--- src/rtl/sc_dmem_arb_pkg.sv ---
// Shared types and constants for the data-memory arbiter.
// Holds the FSM state enum, port ids and the read-latency range.
package sc_dmem_arb_pkg;

  typedef enum logic [1:0] {
    IDLE,
    ISSUE,
    WAIT,
    RESP
  } state_t;

  localparam logic PORT_A = 1'b0;
  localparam logic PORT_B = 1'b1;

  localparam int RD_LAT_MIN = 1;
  localparam int RD_LAT_MAX = 4;

  // Out-of-range latencies are pinned to the nearest legal value.
  function automatic logic [2:0] lat_load(int lat);
    if (lat < RD_LAT_MIN) return 3'(RD_LAT_MIN);
    if (lat > RD_LAT_MAX) return 3'(RD_LAT_MAX);
    return 3'(lat);
  endfunction

endpackage

--- src/rtl/sc_rr_arb2.sv ---
// Two-way round-robin picker, purely combinational.
// req[0]=A, req[1]=B; last_grant = id granted last; grant one-hot.
module sc_rr_arb2
  import sc_dmem_arb_pkg::*;
(
  input  logic [1:0] req,
  input  logic       last_grant,
  input  logic       fixed_prio,
  output logic [1:0] grant
);

  always_comb begin
    grant = 2'b00;
    unique case (req)
      2'b01: grant = 2'b01;
      2'b10: grant = 2'b10;
      2'b11: begin
        if (fixed_prio || last_grant == PORT_B)
          grant = 2'b01;
        else
          grant = 2'b10;
      end
      default: grant = 2'b00;
    endcase
  end

endmodule

--- src/rtl/sc_dmem_arbiter.sv ---
// Shares one data-memory port between A (CPU) and B (DMA/debug).
// Ports: a_*/b_* req/ack requesters, m_* memory side, busy.
module sc_dmem_arbiter
  import sc_dmem_arb_pkg::*;
#(
  parameter int AW         = 32,
  parameter int DW         = 32,
  parameter int RD_LAT     = 1,
  parameter int FIXED_PRIO = 0
) (
  input  logic          clock,
  input  logic          reset,
  input  logic          a_req,
  input  logic          a_we,
  input  logic [AW-1:0] a_addr,
  input  logic [DW-1:0] a_wdata,
  output logic [DW-1:0] a_rdata,
  output logic          a_ack,
  input  logic          b_req,
  input  logic          b_we,
  input  logic [AW-1:0] b_addr,
  input  logic [DW-1:0] b_wdata,
  output logic [DW-1:0] b_rdata,
  output logic          b_ack,
  output logic          m_en,
  output logic          m_we,
  output logic [AW-1:0] m_addr,
  output logic [DW-1:0] m_wdata,
  input  logic [DW-1:0] m_rdata,
  output logic          busy
);

  localparam logic [2:0] LAT_LD = lat_load(RD_LAT);

  state_t        state;
  state_t        state_nx;
  logic [2:0]    cnt;
  logic          lat_id;
  logic          lat_we;
  logic [AW-1:0] lat_addr;
  logic [DW-1:0] lat_wdata;
  logic          last_grant;
  logic [1:0]    req_v;
  logic [1:0]    grant;
  logic          last_wait;

  assign req_v = {b_req, a_req};

  sc_rr_arb2 u_arb (
    .req       (req_v),
    .last_grant(last_grant),
    .fixed_prio(FIXED_PRIO != 0),
    .grant     (grant)
  );

  // Final WAIT cycle: memory data is valid now.
  assign last_wait = (state == WAIT) && (cnt == 3'd1);

  always_comb begin
    state_nx = state;
    m_en     = 1'b0;
    m_we     = 1'b0;
    a_ack    = 1'b0;
    b_ack    = 1'b0;
    busy     = (state != IDLE);
    unique case (state)
      IDLE: begin
        if (|req_v) state_nx = ISSUE;
      end
      ISSUE: begin
        m_en     = 1'b1;
        m_we     = lat_we;
        state_nx = lat_we ? RESP : WAIT;
      end
      WAIT: begin
        if (last_wait) state_nx = RESP;
      end
      RESP: begin
        a_ack    = (lat_id == PORT_A);
        b_ack    = (lat_id == PORT_B);
        state_nx = IDLE;
      end
      default: state_nx = IDLE;
    endcase
  end

  always_ff @(posedge clock or posedge reset) begin
    if (reset) state <= IDLE;
    else       state <= state_nx;
  end

  // Latched transaction; also drives the memory side so
  // m_addr/m_wdata hold their last values between accesses.
  always_ff @(posedge clock or posedge reset) begin
    if (reset) begin
      lat_id     <= PORT_A;
      lat_we     <= 1'b0;
      lat_addr   <= '0;
      lat_wdata  <= '0;
      last_grant <= PORT_B;
    end else if (state == IDLE && |grant) begin
      lat_id     <= grant[1] ? PORT_B : PORT_A;
      lat_we     <= grant[1] ? b_we : a_we;
      lat_addr   <= grant[1] ? b_addr : a_addr;
      lat_wdata  <= grant[1] ? b_wdata : a_wdata;
      last_grant <= grant[1] ? PORT_B : PORT_A;
    end
  end

  always_ff @(posedge clock or posedge reset) begin
    if (reset)
      cnt <= '0;
    else if (state == ISSUE)
      cnt <= LAT_LD;
    else if (state == WAIT)
      cnt <= cnt - 3'd1;
  end

  always_ff @(posedge clock or posedge reset) begin
    if (reset) begin
      a_rdata <= '0;
      b_rdata <= '0;
    end else if (last_wait) begin
      if (lat_id == PORT_B) b_rdata <= m_rdata;
      else                  a_rdata <= m_rdata;
    end
  end

  assign m_addr  = lat_addr;
  assign m_wdata = lat_wdata;

endmodule
--- config.mk ---
export PLATFORM = sky130hd
export DESIGN_NAME = sc_dmem_arbiter
export DESIGN_NICKNAME = d
export VERILOG_FILES = /design/src/rtl/sc_dmem_arb_pkg.sv /design/src/rtl/sc_rr_arb2.sv /design/src/rtl/sc_dmem_arbiter.sv
export SDC_FILE = /design/constraint.sdc
export NUM_CORES = 1
export LEC_CHECK = 0
export CAP_MARGIN = 20
export CORE_MARGIN = 4
export CORE_UTILIZATION = 36
export CTS_CLUSTER_DIAMETER = 50
export DETAILED_ROUTE_END_ITERATION = 16
export PLACE_DENSITY = 0.8
export SYNTH_ARGS = -nofsm -noshare
export SYNTH_HDL_FRONTEND = slang
export SYNTH_HIERARCHICAL = 1
export SYNTH_SLANG_ARGS = --single-unit
--- constraint.sdc ---
create_clock -name clock -period 5.8 [get_ports clock]
set_input_delay 0.87 -clock clock [delete_from_list [all_inputs] [get_ports clock]]
set_output_delay 0.87 -clock clock [all_outputs]
set_load 0.05 [all_outputs]
# == Word level (Yosys, flattened, before mapping) ==
# Cells that the tools add are included.
# op_classes
n_shift,0
eq_ne,9
magnitude_cmp,0
n_mul,0
reduce_logical,10
bitwise,1
addsub,1
mux,16
div,0
# ops
cell,count
$mux 32,2
$eq 2x2->1 const B,4
$pmux 2 s4,1
$mux 1,7
$mux 2,3
$mux 3,2
$pmux 2 s3,1
$reduce_and 2->1,3
$eq 2x1->1 const B,2
$ne 2x2->1 const B,2
$reduce_bool 2->1,2
$reduce_or 2->1,2
$eq 3x1->1 const B,1
$sub 3x1->3 const B,1
$logic_and 1x1->1,2
$logic_not 2->1,1
$not 1->1,1
# totals
ff_bits,136
inputBits,166
rom_bits,0
mem_bits_rw,0
mem_count,0
latch_bits,0
output_inout_bits,133

# == Depth between registers and ports, before layout ==
# Gate-level depths: netlist of the first run.
# depth
ltp_word,4
ltp_mapped,8
depth_no_buf,5

# == Cells and area by module ==
# The synthesis of the first run kept the hierarchy.
# by_module_without_submodules
module,instances,cells_each,area_each_um2,seq_area_each_um2
sc_dmem_arbiter,1,464,5806.8,3404.5
sc_rr_arb2,1,4,22.5,0.0

# == Worst setup path after synthesis of the first run ==
# OpenSTA, ideal clock, no wires.
# synth_path
kind,register to output
startpoint,reg state[0]
endpoint,out a_ack
slack_ns,3.669
stages_incl_launch_ff,3
t_arrival_ns,1.261
t_required_ns,4.930
cell_sequence,dfrtp_1 ha_1 nor2b_1
# synth_via
elab_chain_len,2
# synth_rtl
item,line_no,rtl
"start, declared",sc_dmem_arbiter.sv:35,state_t state;
"start signal, assigned",sc_dmem_arbiter.sv:89,else state <= state_nx;
$eq 2x2->1,sc_dmem_arbiter.sv:66,unique case (state)
$mux 1,sc_dmem_arbiter.sv:66,
"end, declared",sc_dmem_arbiter.sv:18,"output logic a_ack,"
# Every way passes these cells.

# == Worst setup path in the final report of the first run ==
# layout_path
startpoint,reg state[0]
endpoint,out busy
# layout_via
elab_chain_len,1
# layout_rtl
item,line_no,rtl
$reduce_bool 2->1,sc_dmem_arbiter.sv:65,busy = (state != IDLE);
"end, declared",sc_dmem_arbiter.sv:30,output logic busy
# Every way passes these cells.

==> impl_metrics.toml, run 1 <==
[outcome]
status = "finished clean"

[placed_design]
gp_congestion = 0.782
placed_area_um2 = 9000
dp.final_hpwl_um = 12600
port_buffers = 298

[floorplanning]
pin_count = 299
rows = 46
die_area_um2 = 18300
die_h_um = 135
core_um2 = 15900
initial_core_util_pct = 36.7
die_w_um = 135

[power_and_ir_drop]
power_density_nw_per_um2 = 662
ir_drop_mv = 0.337
leakage_uw = 0.00410

[job]
drv_cap = 0

[layout]
nets = 938
nFillCells = 1240
multi_input_area_um2 = 2260
syn2layout_area_growth_pct = 65.5
diodes = 0
utilization_pct = 60.7
drive_gt1_share_pct = 12.2
ff_latch_area_um2 = 3400
fin_area_um2 = 9650

[critical_path]
crit_path_end_kind = "output port"
critPathLaunchType = "flip-flop"
critical-path-top-delay-family = "buffers and inverters"
critPathSlowestCell = "clkdlybuf4s50_1"
cp_cell_sequence = "inv_1, ha_1, inv_1, clkdlybuf4s50_1"
slowest_delay_ns = 0.80
required_ns = 4.93
path_buf_inv = 3
path_max_fanout = 6
path_common_cell = "inv_1"
arrival_ns = 2.17
critPathKind = "flip-flop to output port"

[drt]
wire_per_inst_um = 16.7
detail_route.wirelength_um = 16500
via_per_inst = 4.74
drt_first_iter_violations = 111
antenna_left = 0
num_vias = 4711
drc_errors = 0
first_pass_iters = 4

[global_route]
grt_usage_pct = 17.5
grt-ovfl-total = 0
antenna_found_initial = 0
grt_pass1_vias = 4970
grt_max_degree = 93
grt_pass1_wl_um = 25200

[clocking]
worstSkewPairLatency_ns = 0.41
cts-buffers-inserted = 17
hold_buffers = 0
cts_tree = "done"
cts_max_level = 4
clk_pin_slew_ns = 0.06
clock_sink_count = 136
clockBufferDepth = 2
post-cts-setup-buffers = 0
clockRootBuffer = "clkbuf_16"
cts_resized = 0

[synth]
async_flop_share_pct = 100
yosys_most_used_dff = "dfrtp_1"
ys_seq_elements = 136
avgSynthCellArea_um2 = 12.5
syn_area_um2 = 5830
synth_cell_types = 32
ys_seq_area_share_pct = 58.4
synth_edf_count = 0
yosys_warnings = 6
syn_inst = 468

[sta]
final.setup.tns_ns = 0
setup_viol = 0
worstMarginPinSlew_ns = 0.875
rsz0062_at_grt = "no"
slew_viol_final = 0
hold_viol_final = 0
final.min_clock_period_ns = 3.04
whs_ns = 0.480
slew_headroom_pct = 41.5
final.setup_skew_ns = 0.00581
period_share_pct = 52.4
max_freq_ghz = 0.329

[min_path]
hp-class = "flip-flop to flip-flop"
==> state kept, by name, summed over array words and instances, names as in the netlist <==
name        cells
cnt             3
state           2
m_wdata        32
b_rdata        32
a_rdata        32
last_grant      1
lat_we          1
m_addr         32
lat_id          1
==> Yosys cell counts, types with 2 or more instances <==
cell	count	area [um^2]
dfrtp_1	135	3380
nand2_1	66	248
o21ai_0	66	330
mux2i_1	65	651
mux2_2	53	597
buf_2	16	80.1
mux2_1	12	135
ha_1	8	100
inv_1	7	26.3
buf_4	6	45.0
and2_1	3	18.8
clkbuf_1	3	11.3
clkbuf_2	3	15.0
nor2_1	3	11.3
a21oi_1	2	10.0
a22o_1	2	17.5
nor2b_1	2	12.5
o21ai_1	2	10.0
==> through the flow <==
| stage | power, uW | setup slack (ns) | instances |
|---|---|---|---|
| finish | 6380 | 2.76 | 993 |
| global route | 6690 | 2.65 | 993 |
| CTS | 6450 | 2.73 | 992 |
| detailed placement | 5280 | 2.54 | 960 |
| global placement | 5180 | 2.67 | 960 |
| floorplan | 3990 | 1.29 | 469 |
==> cells in the final DEF (no fill, tap or decap), types with 2 or more instances in the layout <==
cell,count
and2_1,2
ha_1,8
nor2_1,3
buf_12,2
inv_1,6
clkbuf_16,17
mux2_2,53
conb_1,2
buf_4,4
dfrtp_1,135
a22o_1,2
a21oi_1,2
nand2_1,66
mux2_1,12
mux2i_1,65
clkinv_4,3
clkdlybuf4s50_1,298
inv_6,3
o21ai_0,66
nor2b_1,2
clkinvlp_4,2
bufinv_16,4
clkbuf_1,2
==> layout make-up <==
| class | count | area share [%] |
|---|---|---|
| tap | 216 | 2.80 |
| clock buffer | 19 | 4.49 |
| multi-input combinational | 298 | 23.5 |
| clock inverter | 13 | 2.00 |
| sequential | 136 | 35.3 |
| timing repair buffer | 304 | 31.6 |
| inverter | 7 | 0.298 |
==> tightest hold or removal path, cell delays in order, from the launching register on <==
cell and delay (ns):
dfrtp_1 0.34, nand2_1 0.04, o21ai_0 0.06
==> layer usage <==
layer | global-route usage (%) | up-vias | wire, um | share of wire (%)
met5 | 0 | - | 0 | 0
met4 | 6.77 | 0 | 442 | 2.7
met3 | 6.32 | 33 | 1430 | 8.7
met2 | 30.6 | 221 | 8320 | 50
met1 | 19.4 | 2241 | 6340 | 38
li1 | - | 2216 | - | -
==> path summary, 6_finish.rpt <==
path / startpoint / to / slack [ns] / depth (start not counted)
hold / removal: m_wdata[21] / m_wdata[21] / 0.48 / 2
setup / recovery: state[0] / busy / 2.76 / 4
setup reg to reg: last_grant / m_addr[23] / 3.41 / 5
max in group asynchronous: reset / b_rdata[4] / 3.91 / 3
min in group asynchronous: reset / a_rdata[4] / 0.89 / 2
hold reg to reg: m_wdata[21] / m_wdata[21] / 0.48 / 2
==> cell families after synthesis <==
kind of cell             count (synthesis)  synth area share, %
AO/OA/AOI/OAI                           77                 6.95
adder cells (fa/ha/maj)                  8                 1.72
buffers and inverters                   35                 3.05
flip-flops                             136                 58.4
multiplexers                           130                 23.7
other                                    1               0.0643
AND/OR/NAND/NOR                         81                 6.10
==> power by group <==
group | switching [uW] | internal, uW
Combinational | 2300 | 1250
Clock | 413 | 725
Sequential | 273 | 1430
No activity file was read; power rests on OpenSTA's default activity.
==> run 2: changes to the inputs <==
==> constraint.sdc (replaced) <==
create_clock -name clock -period 3.15 [get_ports clock]
set_input_delay 0.4725 -clock clock [delete_from_list [all_inputs] [get_ports clock]]
set_output_delay 0.4725 -clock clock [all_outputs]
set_load 0.05 [all_outputs]
==> run 2 against run 1 <==
Sequential share of layout area shrank 0.20 points; total power grew 85%; die area unchanged; flip-flop and latch count stayed put; register-to-register slack got worse by 2.6 ns; count of clock-buffer cells in the layout shrank 1; via count decreased by 1.8%; core utilization rose by 0.35 points; global-route usage rose by 0.61 points; design area is 0.58% higher; combinational power up 85%; critical endpoint is now m_we; highest routed layer unchanged.
==> impl_metrics.toml, run 2 (same netlist as run 1, synthesis figures left out) <==
[outcome]
status = "finished clean"

[floorplanning]
core_um2 = 15900
die_w_um = 135
die_area_um2 = 18300
initial_core_util_pct = 36.7
rows = 46
pin_count = 299
die_h_um = 135

[clocking]
cts_resized = 0
clk_pin_slew_ns = 0.06
cts-buffers-inserted = 17
worstSkewPairLatency_ns = 0.40
post-cts-setup-buffers = 0
clockRootBuffer = "clkbuf_16"
clock_sink_count = 136
hold_buffers = 0
cts_max_level = 4
cts_tree = "done"
clockBufferDepth = 2

[drt]
wire_per_inst_um = 16.7
detail_route.wirelength_um = 16600
drc_errors = 0
antenna_left = 0
num_vias = 4627
first_pass_iters = 4
drt_first_iter_violations = 134
via_per_inst = 4.66

[sta]
hold_viol_final = 0
worstMarginPinSlew_ns = 0.757
rsz0062_at_grt = "no"
final.min_clock_period_ns = 2.65
max_freq_ghz = 0.377
final.setup.tns_ns = 0
postLayoutSetupSlackWorst_ns = 0.499
whs_ns = 0.476
final.setup_skew_ns = 0.00519
setup_viol = 0
slew_viol_final = 0
slew_headroom_pct = 49.4
period_share_pct = 84.1

[layout]
fin_cells = 993
final_common_cell = "clkdlybuf4s50_1"
drive_gt1_share_pct = 12.4
nFillCells = 1237
nets = 939
fin_area_um2 = 9700
syn2layout_area_growth_pct = 66.5
final_cell_mix = "298 x clkdlybuf4s50_1, 135 x dfrtp_1, 66 x o21ai_0, 66 x nand2_1, 65 x mux2i_1"
diodes = 0

[global_route]
antenna_found_initial = 0
grt_usage_pct = 18.1
grt-ovfl-total = 0
grt_max_degree = 89
grt_pass1_wl_um = 26100
grt_pass1_vias = 5239

[critical_path]
arrival_ns = 2.18
path_max_fanout = 5
critPathKind = "flip-flop to output port"
critPathLaunchType = "flip-flop"
required_ns = 2.68
crit_path_end_kind = "output port"

[placed_design]
placed_area_um2 = 9050
port_buffers = 298
dp.final_hpwl_um = 12800
dp.cells = 962
dp_slack_ns = 0.775
gp_congestion = 0.747

[power_and_ir_drop]
p_comb_share_pct = 55.4
clock_power_share_pct = 18.3
internal-power_uw = 6350
ir_drop_mv = 0.601
power_switching_uw = 5490
p_seq_share_pct = 26.3
switching_share_pct = 46.4
leakage_uw = 0.00412
power_density_nw_per_um2 = 1220

[job]
drv_cap = 0

[min_path]
hp-class = "flip-flop to flip-flop"
[run 2: cell count changes in the layout (fill, tap and decap cells not counted)]
cell and change:
clkinv_4 +1, bufinv_16 +1, clkbuf_1 -1, inv_4 -1
clkinv_2 -1, buf_12 +2, buf_4 -1
[run 2: stage by stage]
| step | power, uW | util (%) |
|---|---|---|
| 2_1_floorplan | 7350 | - |
| 3_3_place_gp | 9550 | 57.0 |
| 3_5_place_dp | 9770 | 57.0 |
| 4_1_cts | 12000 | 61.1 |
| 5_1_grt | 12400 | 61.1 |
| 6_report | 11800 | 61.1 |
[run 2: area by class of cell]
class | instances | area, um^2 | share of cell area [%]
Clock buffer | 18 | 429 | 4.42
Clock inverter | 13 | 219 | 2.26
Inverter | 7 | 30.0 | 0.309
Multi-Input combinational cell | 298 | 2260 | 23.3
Sequential cell | 136 | 3400 | 35.1
Tap cell | 216 | 270 | 2.79
Timing Repair Buffer | 305 | 3090 | 31.8
[run 2: power groups by stage]
| stage | clock [uW] | combinational [uW] | sequential, uW |
|---|---|---|---|
| floorplan | 0 | 1450 | 5900 |
| global placement | 0 | 6480 | 3080 |
| detailed placement | 0 | 6630 | 3130 |
| CTS | 2220 | 6640 | 3120 |
| global route | 2310 | 6900 | 3230 |
| finish | 2170 | 6560 | 3110 |
[run 2: critical path: stages, from the launching register on]
cell	delay (ns)
dfrtp_1	0.42
inv_1	0.14
ha_1	0.21
and2_1	0.16
clkdlybuf4s50_1	0.84
[run 2: layer usage]
metal	GRT usage, %	part of all wire [%]	vias to the layer above
li1	-	-	2213
met1	20.0	38	2161
met2	32.1	50	223
met3	6.58	9.1	30
met4	6.61	2.4	0
met5	0	0	-
[run 2: final timing paths]
path	slack, ns	from	cells past startpoint	endpoint
worst max-delay path	0.50	state[1]	4	m_we
worst min-delay path	0.48	m_wdata[16]	2	m_wdata[16]
worst max register to register	0.80	state[0]	5	b_rdata[25]
worst min register to register	0.48	m_wdata[16]	2	m_wdata[16]
max in group asynchronous	2.19	reset	3	last_grant
min in group asynchronous	0.56	reset	3	a_rdata[1]
==> run 3: changes to the inputs <==
--- a/config.mk
+++ b/config.mk
@@ -10,7 +10,7 @@
 export CORE_UTILIZATION = 36
 export CTS_CLUSTER_DIAMETER = 50
 export DETAILED_ROUTE_END_ITERATION = 16
-export PLACE_DENSITY = 0.8
+export PLACE_DENSITY = 0.83
 export SYNTH_ARGS = -nofsm -noshare
 export SYNTH_HDL_FRONTEND = slang
 export SYNTH_HIERARCHICAL = 1
==> constraint.sdc (replaced) <==
create_clock -name clock -period 2.2 [get_ports clock]
set_input_delay 0.33 -clock clock [delete_from_list [all_inputs] [get_ports clock]]
set_output_delay 0.33 -clock clock [all_outputs]
set_load 0.05 [all_outputs]
==> run 3 against run 2 <==
Design area up 0.37%; hold slack worse by 0.11 ns; largest power group unchanged; clock skew up 0.0053 ns; critical endpoint is now m_wdata[30]; global-route usage about the same; core utilization up 0.23 points.
==> impl_metrics.toml, run 3 (same netlist as run 1, synthesis figures left out) <==
[critical_path]
critical-path-top-delay-family = "buffers and inverters"
required_ns = 1.87
arrival_ns = 1.65
critPathKind = "flip-flop to output port"
crit_path_end_kind = "output port"
critPathSlowestCell = "clkdlybuf4s50_1"
path_max_fanout = 2
cp_cell_sequence = "clkdlybuf4s50_1"
slowest_delay_ns = 0.84
critPathLaunchType = "flip-flop"
path_buf_inv = 1
rrSetupSlack_ns = 0.38

[sta]
max_freq_ghz = 0.504
final.min_clock_period_ns = 1.98
slew_viol_final = 0
slew_headroom_pct = 62.7
final.setup_skew_ns = 0.0105
final.setup.tns_ns = 0
rsz0062_at_grt = "no"
setup_viol = 0
worstMarginPinSlew_ns = 0.557
hold_viol_final = 0
period_share_pct = 90.1

[clocking]
clock_sink_count = 136
clockRootBuffer = "clkbuf_16"
clockBufferDepth = 2
cts_max_level = 4
clk_pin_slew_ns = 0.06
post-cts-setup-buffers = 0
cts_resized = 0
hold_buffers = 0
cts-buffers-inserted = 17
cts_tree = "done"
worstSkewPairLatency_ns = 0.41

[drt]
drt_first_iter_violations = 185
via_per_inst = 4.65
wire_per_inst_um = 16.9
antenna_left = 0
first_pass_iters = 3
drc_errors = 0
detail_route.wirelength_um = 16900
num_vias = 4655

[global_route]
grt_usage_pct = 18.1
grt_max_degree = 81
grt_pass1_vias = 4778
grt-ovfl-total = 0
antenna_found_initial = 0
grt_pass1_wl_um = 25600

[floorplanning]
die_area_um2 = 18300
die_h_um = 135
rows = 46
die_w_um = 135
initial_core_util_pct = 36.7
core_um2 = 15900
pin_count = 299

[power_and_ir_drop]
p_comb_share_pct = 56.4
switching_share_pct = 47.2
ir_drop_mv = 0.797
p_seq_share_pct = 26.6
power_density_nw_per_um2 = 1720
power_switching_uw = 7900
clock_power_share_pct = 17.1
leakage_uw = 0.00415
internal-power_uw = 8820

[layout]
syn2layout_area_growth_pct = 67.1
diodes = 0
final_cell_mix = "293 x clkdlybuf4s50_1, 135 x dfrtp_1, 66 x o21ai_0, 66 x nand2_1, 65 x mux2i_1"
fin_area_um2 = 9740
final_common_cell = "clkdlybuf4s50_1"
nets = 947
utilization_pct = 61.3
drive_gt1_share_pct = 14.1
fin_cells = 1002

[placed_design]
dp.final_hpwl_um = 13200
placed_area_um2 = 9140
port_buffers = 298
gp_congestion = 0.814
dp.cells = 970

[min_path]
hp-class = "primary input to asynchronous set/reset pin"

[outcome]
status = "finished clean"

[job]
drv_cap = 0
-- run 3: changes by cell type in the layout (fill, tap and decap cells not counted), sizes merged --
cell	before	now
inv	9	12
clkdlybuf4s50	298	293
clkinv	4	2
buf	7	20
clkinvlp	2	5
bufinv	5	2
-- run 3: area by class of cell --
class,count,area [um^2]
clock buffers,18,439
clock inverters,14,160
fillers,1310,6150
inverters,7,30.0
multi-input cells,298,2260
flip-flops and latches,136,3400
well taps,216,270
repair buffers,313,3170
-- run 3: power by group through the flow --
stage / Combinational [uW] / Sequential, uW / Clock, uW
2_1_floorplan: 2070 / 8450 / 0
4_1_cts: 9520 / 4460 / 2920
3_3_place_gp: 9360 / 4420 / 0
5_1_grt: 9900 / 4610 / 3050
6_report: 9430 / 4440 / 2860
3_5_place_dp: 9500 / 4490 / 0
-- run 3: layer usage --
layer / share of wire [%] / GRT usage [%] / vias up / routed length [um]
li1: - / - / 2237 / -
met1: 40 / 21.3 / 2180 / 6690
met2: 49 / 31.1 / 217 / 8370
met3: 9.4 / 6.76 / 21 / 1590
met4: 1.6 / 4.98 / 0 / 275
met5: 0 / 0 / - / 0
-- run 3: stage by stage --
step | total power [uW] | setup slack [ns] | hold slack [ns]
2_1_floorplan | 10500 | 0.178 | 0.442
3_3_place_gp | 13800 | 0.280 | 0.455
3_5_place_dp | 14000 | 0.203 | 0.470
4_1_cts | 16900 | 0.173 | 0.377
5_1_grt | 17600 | 0.142 | 0.397
6_report | 16700 | 0.217 | 0.369
-- run 3: worst paths after layout --
kind / to / startpoint / cells after the start
worst max-delay path: m_wdata[30] / m_wdata[30] / 1
worst min-delay path: m_wdata[7] / reset / 3
worst max register to register: a_rdata[9] / state[0] / 5
worst min register to register: m_addr[8] / m_addr[8] / 2
max in group asynchronous: last_grant / reset / 3
min in group clock: m_addr[8] / m_addr[8] / 2
